File: src/rtl/digit_serial_addsub_pkg.sv
// Shared types for the digit-serial adder/subtractor: FSM states, op codes, result flags.
package digit_serial_pkg;

    typedef enum logic [1:0] {
        IDLE = 2'd0,
        RUN  = 2'd1,
        DONE = 2'd2
    } state_t;

    localparam logic OP_ADD = 1'b0;
    localparam logic OP_SUB = 1'b1;

    typedef struct packed {
        logic c_out;
        logic overflow;
        logic zero;
    } flags_t;

endpackage

File: src/rtl/digit_serial_addsub_if.sv
// Request/result bundle between the command parser, the adder and the result formatter.
interface digit_serial_addsub_if #(
    parameter int WIDTH = 32
);
    logic             in_valid;
    logic             in_ready;
    logic [WIDTH-1:0] a;
    logic [WIDTH-1:0] b;
    logic             op;
    logic             c_in;
    logic             out_valid;
    logic             out_ready;
    logic [WIDTH-1:0] sum;
    logic             c_out;
    logic             overflow;
    logic             zero;
    logic             busy;

    modport master (
        output in_valid, a, b, op, c_in, out_ready,
        input  in_ready, out_valid, sum, c_out, overflow, zero, busy
    );

    modport slave (
        input  in_valid, a, b, op, c_in, out_ready,
        output in_ready, out_valid, sum, c_out, overflow, zero, busy
    );
endinterface

File: src/rtl/digit_serial_addsub_digit_adder.sv
// DIGIT-bit ripple adder slice, shared across all digit positions.
// Latency: combinational.
// Backpressure: none (pure logic).
module digit_adder #(
    parameter int DIGIT = 4
) (
    input  logic [DIGIT-1:0] i_a,
    input  logic [DIGIT-1:0] i_b,
    input  logic             i_c_in,
    output logic [DIGIT-1:0] o_sum,
    output logic             o_c_out,
    output logic             o_c_msb_in
);
    logic [DIGIT:0] w_full;

    assign w_full     = {1'b0, i_a} + {1'b0, i_b} + {{DIGIT{1'b0}}, i_c_in};
    assign o_sum      = w_full[DIGIT-1:0];
    assign o_c_out    = w_full[DIGIT];
    // Carry into the top bit falls out of the top sum bit and its two operand bits.
    assign o_c_msb_in = w_full[DIGIT-1] ^ i_a[DIGIT-1] ^ i_b[DIGIT-1];
endmodule

File: src/rtl/digit_serial_addsub.sv
// Digit-serial add/subtract, one DIGIT-bit slice per clock, LS slice first.
// Latency: out_valid rises NUM_DIGITS edges after the accepting edge.
// Backpressure: holds result and flags in DONE until out_ready; in_ready low while busy.
module digit_serial_addsub
    import digit_serial_pkg::*;
#(
    parameter int WIDTH = 32,
    parameter int DIGIT = 4
) (
    input  logic                  clk,
    input  logic                  rst,
    digit_serial_addsub_if.slave  bus
);
    localparam int NUM_DIGITS = WIDTH / DIGIT;
    localparam int CNT_W      = (NUM_DIGITS > 1) ? $clog2(NUM_DIGITS) : 1;
    localparam logic [CNT_W-1:0] LAST_CNT = CNT_W'(NUM_DIGITS - 1);

    state_t           r_state;
    state_t           w_state_nxt;
    logic [CNT_W-1:0] r_cnt;
    logic [WIDTH-1:0] r_a;
    logic [WIDTH-1:0] r_b;
    logic [WIDTH-1:0] r_sum;
    logic             r_carry;
    logic             r_op;
    flags_t           r_flags;

    logic [31:0]      w_shamt;
    logic [DIGIT-1:0] w_a_dig;
    logic [DIGIT-1:0] w_b_dig;
    logic [DIGIT-1:0] w_dig_sum;
    logic             w_dig_c;
    logic             w_dig_msb_c;
    logic [WIDTH-1:0] w_sum_nxt;
    logic             w_last;

    assign w_shamt   = 32'(r_cnt) * 32'(DIGIT);
    assign w_a_dig   = DIGIT'(r_a >> w_shamt);
    assign w_b_dig   = DIGIT'(r_b >> w_shamt);
    // Sum is cleared on accept, so OR-ing each new slice into place assembles it.
    assign w_sum_nxt = r_sum | (WIDTH'(w_dig_sum) << w_shamt);
    assign w_last    = (r_cnt == LAST_CNT);

    digit_adder #(.DIGIT(DIGIT)) u_digit_adder (
        .i_a        (w_a_dig),
        .i_b        (w_b_dig),
        .i_c_in     (r_carry),
        .o_sum      (w_dig_sum),
        .o_c_out    (w_dig_c),
        .o_c_msb_in (w_dig_msb_c)
    );

    always_ff @(posedge clk) begin
        if (rst) begin
            r_state <= IDLE;
        end else begin
            r_state <= w_state_nxt;
        end
    end

    always_comb begin
        w_state_nxt   = r_state;
        bus.in_ready  = 1'b0;
        bus.out_valid = 1'b0;
        bus.busy      = 1'b0;
        case (r_state)
            IDLE: begin
                bus.in_ready = 1'b1;
                if (bus.in_valid) begin
                    w_state_nxt = RUN;
                end
            end
            RUN: begin
                bus.busy = 1'b1;
                if (w_last) begin
                    w_state_nxt = DONE;
                end
            end
            DONE: begin
                bus.busy      = 1'b1;
                bus.out_valid = 1'b1;
                if (bus.out_ready) begin
                    w_state_nxt = IDLE;
                end
            end
            default: begin
                w_state_nxt = IDLE;
            end
        endcase
    end

    always_ff @(posedge clk) begin
        if (rst) begin
            r_cnt   <= '0;
            r_a     <= '0;
            r_b     <= '0;
            r_sum   <= '0;
            r_carry <= 1'b0;
            r_op    <= OP_ADD;
            r_flags <= '0;
        end else begin
            case (r_state)
                IDLE: begin
                    if (bus.in_valid) begin
                        // Subtract as a + ~b + 1; borrow-in folds into that +1.
                        r_a     <= bus.a;
                        r_b     <= (bus.op == OP_SUB) ? ~bus.b : bus.b;
                        r_carry <= bus.c_in ^ bus.op;
                        r_op    <= bus.op;
                        r_sum   <= '0;
                        r_cnt   <= '0;
                    end
                end
                RUN: begin
                    r_sum   <= w_sum_nxt;
                    r_carry <= w_dig_c;
                    r_cnt   <= r_cnt + CNT_W'(1);
                    if (w_last) begin
                        r_flags.c_out    <= w_dig_c ^ r_op;
                        r_flags.overflow <= w_dig_msb_c ^ w_dig_c;
                        r_flags.zero     <= (w_sum_nxt == '0);
                    end
                end
                default: begin
                end
            endcase
        end
    end

    assign bus.sum      = r_sum;
    assign bus.c_out    = r_flags.c_out;
    assign bus.overflow = r_flags.overflow;
    assign bus.zero     = r_flags.zero;
endmodule

File: src/flat_wrapper.sv
// flat-port wrapper written by rule: the top's interface ports become plain ports
module digit_serial_addsub_flat import digit_serial_pkg::*;
#(
    parameter int WIDTH = 32,
    parameter int DIGIT = 4
)
  (clk, rst, bus_in_valid, bus_a, bus_b, bus_op, bus_c_in, bus_out_ready, bus_in_ready, bus_out_valid, bus_sum, bus_c_out, bus_overflow, bus_zero, bus_busy);
  digit_serial_addsub_if #(.WIDTH(WIDTH)) bus_i ();
  input  logic clk;
  input  logic rst;
  input wire logic [$bits(bus_i.in_valid)-1:0] bus_in_valid;
  input wire logic [$bits(bus_i.a)-1:0] bus_a;
  input wire logic [$bits(bus_i.b)-1:0] bus_b;
  input wire logic [$bits(bus_i.op)-1:0] bus_op;
  input wire logic [$bits(bus_i.c_in)-1:0] bus_c_in;
  input wire logic [$bits(bus_i.out_ready)-1:0] bus_out_ready;
  output wire logic [$bits(bus_i.in_ready)-1:0] bus_in_ready;
  output wire logic [$bits(bus_i.out_valid)-1:0] bus_out_valid;
  output wire logic [$bits(bus_i.sum)-1:0] bus_sum;
  output wire logic [$bits(bus_i.c_out)-1:0] bus_c_out;
  output wire logic [$bits(bus_i.overflow)-1:0] bus_overflow;
  output wire logic [$bits(bus_i.zero)-1:0] bus_zero;
  output wire logic [$bits(bus_i.busy)-1:0] bus_busy;
  assign bus_i.in_valid = bus_in_valid;
  assign bus_i.a = bus_a;
  assign bus_i.b = bus_b;
  assign bus_i.op = bus_op;
  assign bus_i.c_in = bus_c_in;
  assign bus_i.out_ready = bus_out_ready;
  assign bus_in_ready = bus_i.in_ready;
  assign bus_out_valid = bus_i.out_valid;
  assign bus_sum = bus_i.sum;
  assign bus_c_out = bus_i.c_out;
  assign bus_overflow = bus_i.overflow;
  assign bus_zero = bus_i.zero;
  assign bus_busy = bus_i.busy;
  digit_serial_addsub #(.WIDTH(WIDTH), .DIGIT(DIGIT)) u_core (.clk(clk), .rst(rst), .bus(bus_i));
endmodule
File: config.mk
export PLATFORM = sky130hd
export DESIGN_NAME = digit_serial_addsub_flat
export DESIGN_NICKNAME = d
export VERILOG_FILES = /design/src/rtl/digit_serial_addsub_pkg.sv /design/src/rtl/digit_serial_addsub_if.sv /design/src/rtl/digit_serial_addsub_digit_adder.sv /design/src/rtl/digit_serial_addsub.sv /design/src/flat_wrapper.sv
export SDC_FILE = /design/constraint.sdc
export NUM_CORES = 1
export LEC_CHECK = 0
export ABC_CLOCK_PERIOD_IN_PS = 3600
export BUFFER_PORTS_ARGS = -buffer_cell sky130_fd_sc_hd__buf_4
export CORE_ASPECT_RATIO = 1.5
export CORE_MARGIN = 3
export CORE_UTILIZATION = 54
export CTS_CLUSTER_DIAMETER = 150
export DETAILED_ROUTE_END_ITERATION = 8
export GPL_ROUTABILITY_DRIVEN = 0
export PLACE_DENSITY = 0.89
export SYNTH_ARGS = -nofsm -noshare
export SYNTH_HDL_FRONTEND = slang
export SYNTH_SLANG_ARGS = --single-unit
export TNS_END_PERCENT = 50
File: constraint.sdc
create_clock -name clk -period 3.6 [get_ports clk]
set_clock_uncertainty 0.2 [all_clocks]
set_input_delay 0.36 -clock clk [delete_from_list [all_inputs] [get_ports clk]]
set_output_delay 0.36 -clock clk [all_outputs]
set_load 0.05 [all_outputs]
==> impl_metrics.yaml <==
clocking:
  htree_levels: 3
  cts_root_buf: "clkbuf_16"
  clk_pin_slew_ns: 0.07
  clockBufferDepth: 2
  insertion_delay_ns: 0.35
  cts_setup_buffers: 0
  cts_made_buffers: 9
  cts_tree: "done"
  cts_sinks: 106
global_routing:
  grt_pass1_wl_um: 20500
  grt-ovfl-total: 0
  grt.total_usage: 0.247
  antenna_found_initial: 0
  grt_max_degree: 110
  grt_pass1_vias: 4323
power_and_ir_drop:
  clockPowerShare: 0.246
  p_comb_frac: 0.382
  worst_ir_drop_vdd_mv: 0.443
  sequentialPowerShare: 0.372
  p_leak_nw: 2.45
  switching_power_mw: 1.50
  intPower_mw: 2.49
  p_per_area_mw_per_mm2: 654
  swShare: 0.377
sta:
  worst_pin_slew_ns: 1.17
  slew_violations: 0
  slew_headroom: 0.222
  setup_tns_ns: 0
  fmax_mhz: 304
  setup_viol: 0
  hold_viol_final: 0
  rsz0062_at_grt: "no"
  min_period_ns: 3.29
  period_share: 0.915
  whs_ns: 0.0546
placed_design:
  placed_cell_area_mm2: 0.00578
  hpwl_um: 8960
  io_buffers: 107
synthesis:
  synth.largest_area_cell: "dfxtp_1"
  syn_area_mm2: 0.00495
  ys_types: 41
  netlist_top_cells_count: "106 x dfxtp_1, 81 x nor2_1, 74 x nand2_1, 40 x a21oi_1"
  synthCells: 552
  ys_warn_count: 0
  synth_most_common_cell: "dfxtp_1"
  synth-edff-count: 0
  synthTopCellsByArea: "dfxtp_1 43%, xnor2_1 6.2%, nor2_1 6.1%, mux4_2 5.9%, nand2_1 5.6%"
  yosysTopAreaCellShare: 0.428
  ys_ff_latch: 106
  syn-num-nets: 632
  async_reset_ff_frac: 0
  syn_avg_cell_area_um2: 8.98
  seq_area_frac_synth: 0.428
  synthFlopType: "dfxtp_1"
worst_hold_path:
  min_path_type: "in2reg"
  worst_hold_startpoint: "bus_a[13]"
route:
  post_drt_wl_per_cell_um: 16.7
  antenna_left: 0
  wl_um: 12500
  drt_iter0_markers: 318
  post-route-drc-count: 0
  viasPerCell: 5.94
  dr_total_vias: 4458
  drtPass1Iterations: 7
floorplanning:
  ios: 108
  fp-row-count: 42
  die_w_um: 84.2
  coreArea_mm2: 0.00888
  dieArea_mm2: 0.0104
  chipHeight_um: 123
  initial_core_util: 0.558
cells_and_area:
  drive_gt1_frac: 0.241
  num_antenna_cells: 0
  design_area_mm2: 0.00610
  multi_input_area_mm2: 0.00261
  nets: 715
  seqCellArea_mm2: 0.00212
  area_delta_synth_final_pct: 23.1
  nFillCells: 662
setup_path:
  cp_max_fo: 17
  critPathArrivalTime_ns: 3.39
  critPathKind: "reg2reg"
  cp_cell_sequence: "buf_4 -> mux4_1 -> mux2i_1 -> inv_1 -> ha_1 -> nor2b_1 -> nor4_1 -> a211oi_1 -> a2111oi_2 -> nand3b_1"
  endpoint_kind: "flip-flop"
  start_kind: "flip-flop"
  slowest_delay_ns: 0.64
  crit_buf_inv: 2
  cp-startpoint: "u_core.r_cnt[1]"
  r2r-start: "u_core.r_cnt[1]"
  rrSetupSlack_ns: 0.31
  crit_slowest_cell: "mux4_1"
  crit_family: "multiplexers"
  cp.required_ns: 3.69
flow_run:
  cap_viol_max_count: 0
status:
  status: "finished, final reports clean"
through the flow:
| step | setup slack, ns | utilization | cells | power [mW] |
|---|---|---|---|---|
| CTS | 0.124 | 0.686 | 750 | 3.98 |
| finish | 0.306 | 0.687 | 750 | 3.99 |
| floorplan | 0.299 | - | 552 | 2.60 |
| global route | 0.108 | 0.687 | 750 | 4.21 |
| global placement | 0.312 | 0.651 | 734 | 2.93 |
| detailed placement | 0.164 | 0.651 | 734 | 2.99 |
what timing repair did:
item / in CTS / in global routing
endpoints found under the setup margin: 0 / 10
hold buffers: 0 / 0
gates resized for setup: 0 / 2
state kept, by name, summed over array words and instances, names as in the netlist:
name	count
u_core.bus.zero	1
u_core.bus.c_out	1
u_core.r_cnt	3
u_core.bus.sum	32
u_core.bus.overflow	1
u_core.r_b	32
u_core.r_op	1
u_core.r_a	32
u_core.r_carry	1
u_core.r_state	2
power groups by stage:
stage               clock network, mW  registers (mW)  logic (mW)
floorplan                           0            1.49        1.11
global placement                    0            1.49        1.43
detailed placement                  0            1.51        1.49
CTS                             0.997            1.48        1.50
global route                     1.03            1.50        1.67
finish                          0.982            1.48        1.52
tightest hold or removal path: stages:
cell,delay [ns]
buf_4,0.11
nand2_1,0.04
a21oi_1,0.05
cells in the final DEF (no fill, tap or decap), types with 2 or more instances in the layout:
master,count
buf_4,116
dfxtp_1,105
nor2_1,81
nand2_1,74
a21oi_1,40
a211oi_1,34
xnor2_1,34
a22oi_1,19
mux4_2,13
inv_1,13
a32oi_1,13
clkbuf_16,9
mux2i_1,8
nor3_1,8
ha_1,8
nor2b_1,7
nor4_1,6
mux2_2,4
mux4_1,3
nand2b_1,3
a221oi_1,3
o21ai_0,3
nand4_1,3
nand3b_1,3
or4_1,3
clkinvlp_4,3
nand3_1,2
xor2_1,2
fa_1,2
clkinv_4,2
logic make-up after synthesis:
family	Yosys count	synth area share
AND/OR/NAND/NOR	194	0.166
AO/OA/AOI/OAI	120	0.166
flip-flops	106	0.428
buffers and inverters	57	0.0462
XOR/XNOR	37	0.0654
multiplexers	28	0.100
adder cells (fa/ha/maj)	10	0.0283
layout make-up:
cell class                 count  area share
sequential                   106       0.348
clock buffer                   9      0.0369
timing repair buffer         116       0.143
tap                          110      0.0226
clock inverter                 7      0.0129
inverter                      13     0.00800
multi-input combinational    389       0.428
path summary, 6_finish.rpt:
path,to,cells after the start
worst min register to register,u_core.r_a[15],2
worst max-delay path,u_core.bus.overflow,10
worst min-delay path,u_core.r_a[13],3
worst max register to register,u_core.bus.overflow,10
per-layer routing:
| metal | wire length, µm | vias up | global-route usage | share of wire |
|---|---|---|---|---|
| li1 | - | 2114 | - | - |
| met1 | 4640 | 2094 | 0.279 | 0.37 |
| met2 | 6520 | 210 | 0.434 | 0.52 |
| met3 | 822 | 40 | 0.0413 | 0.066 |
| met4 | 564 | 0 | 0.149 | 0.045 |
| met5 | 0 | - | 0 | 0 |
(Power assumes the default switching activity.)
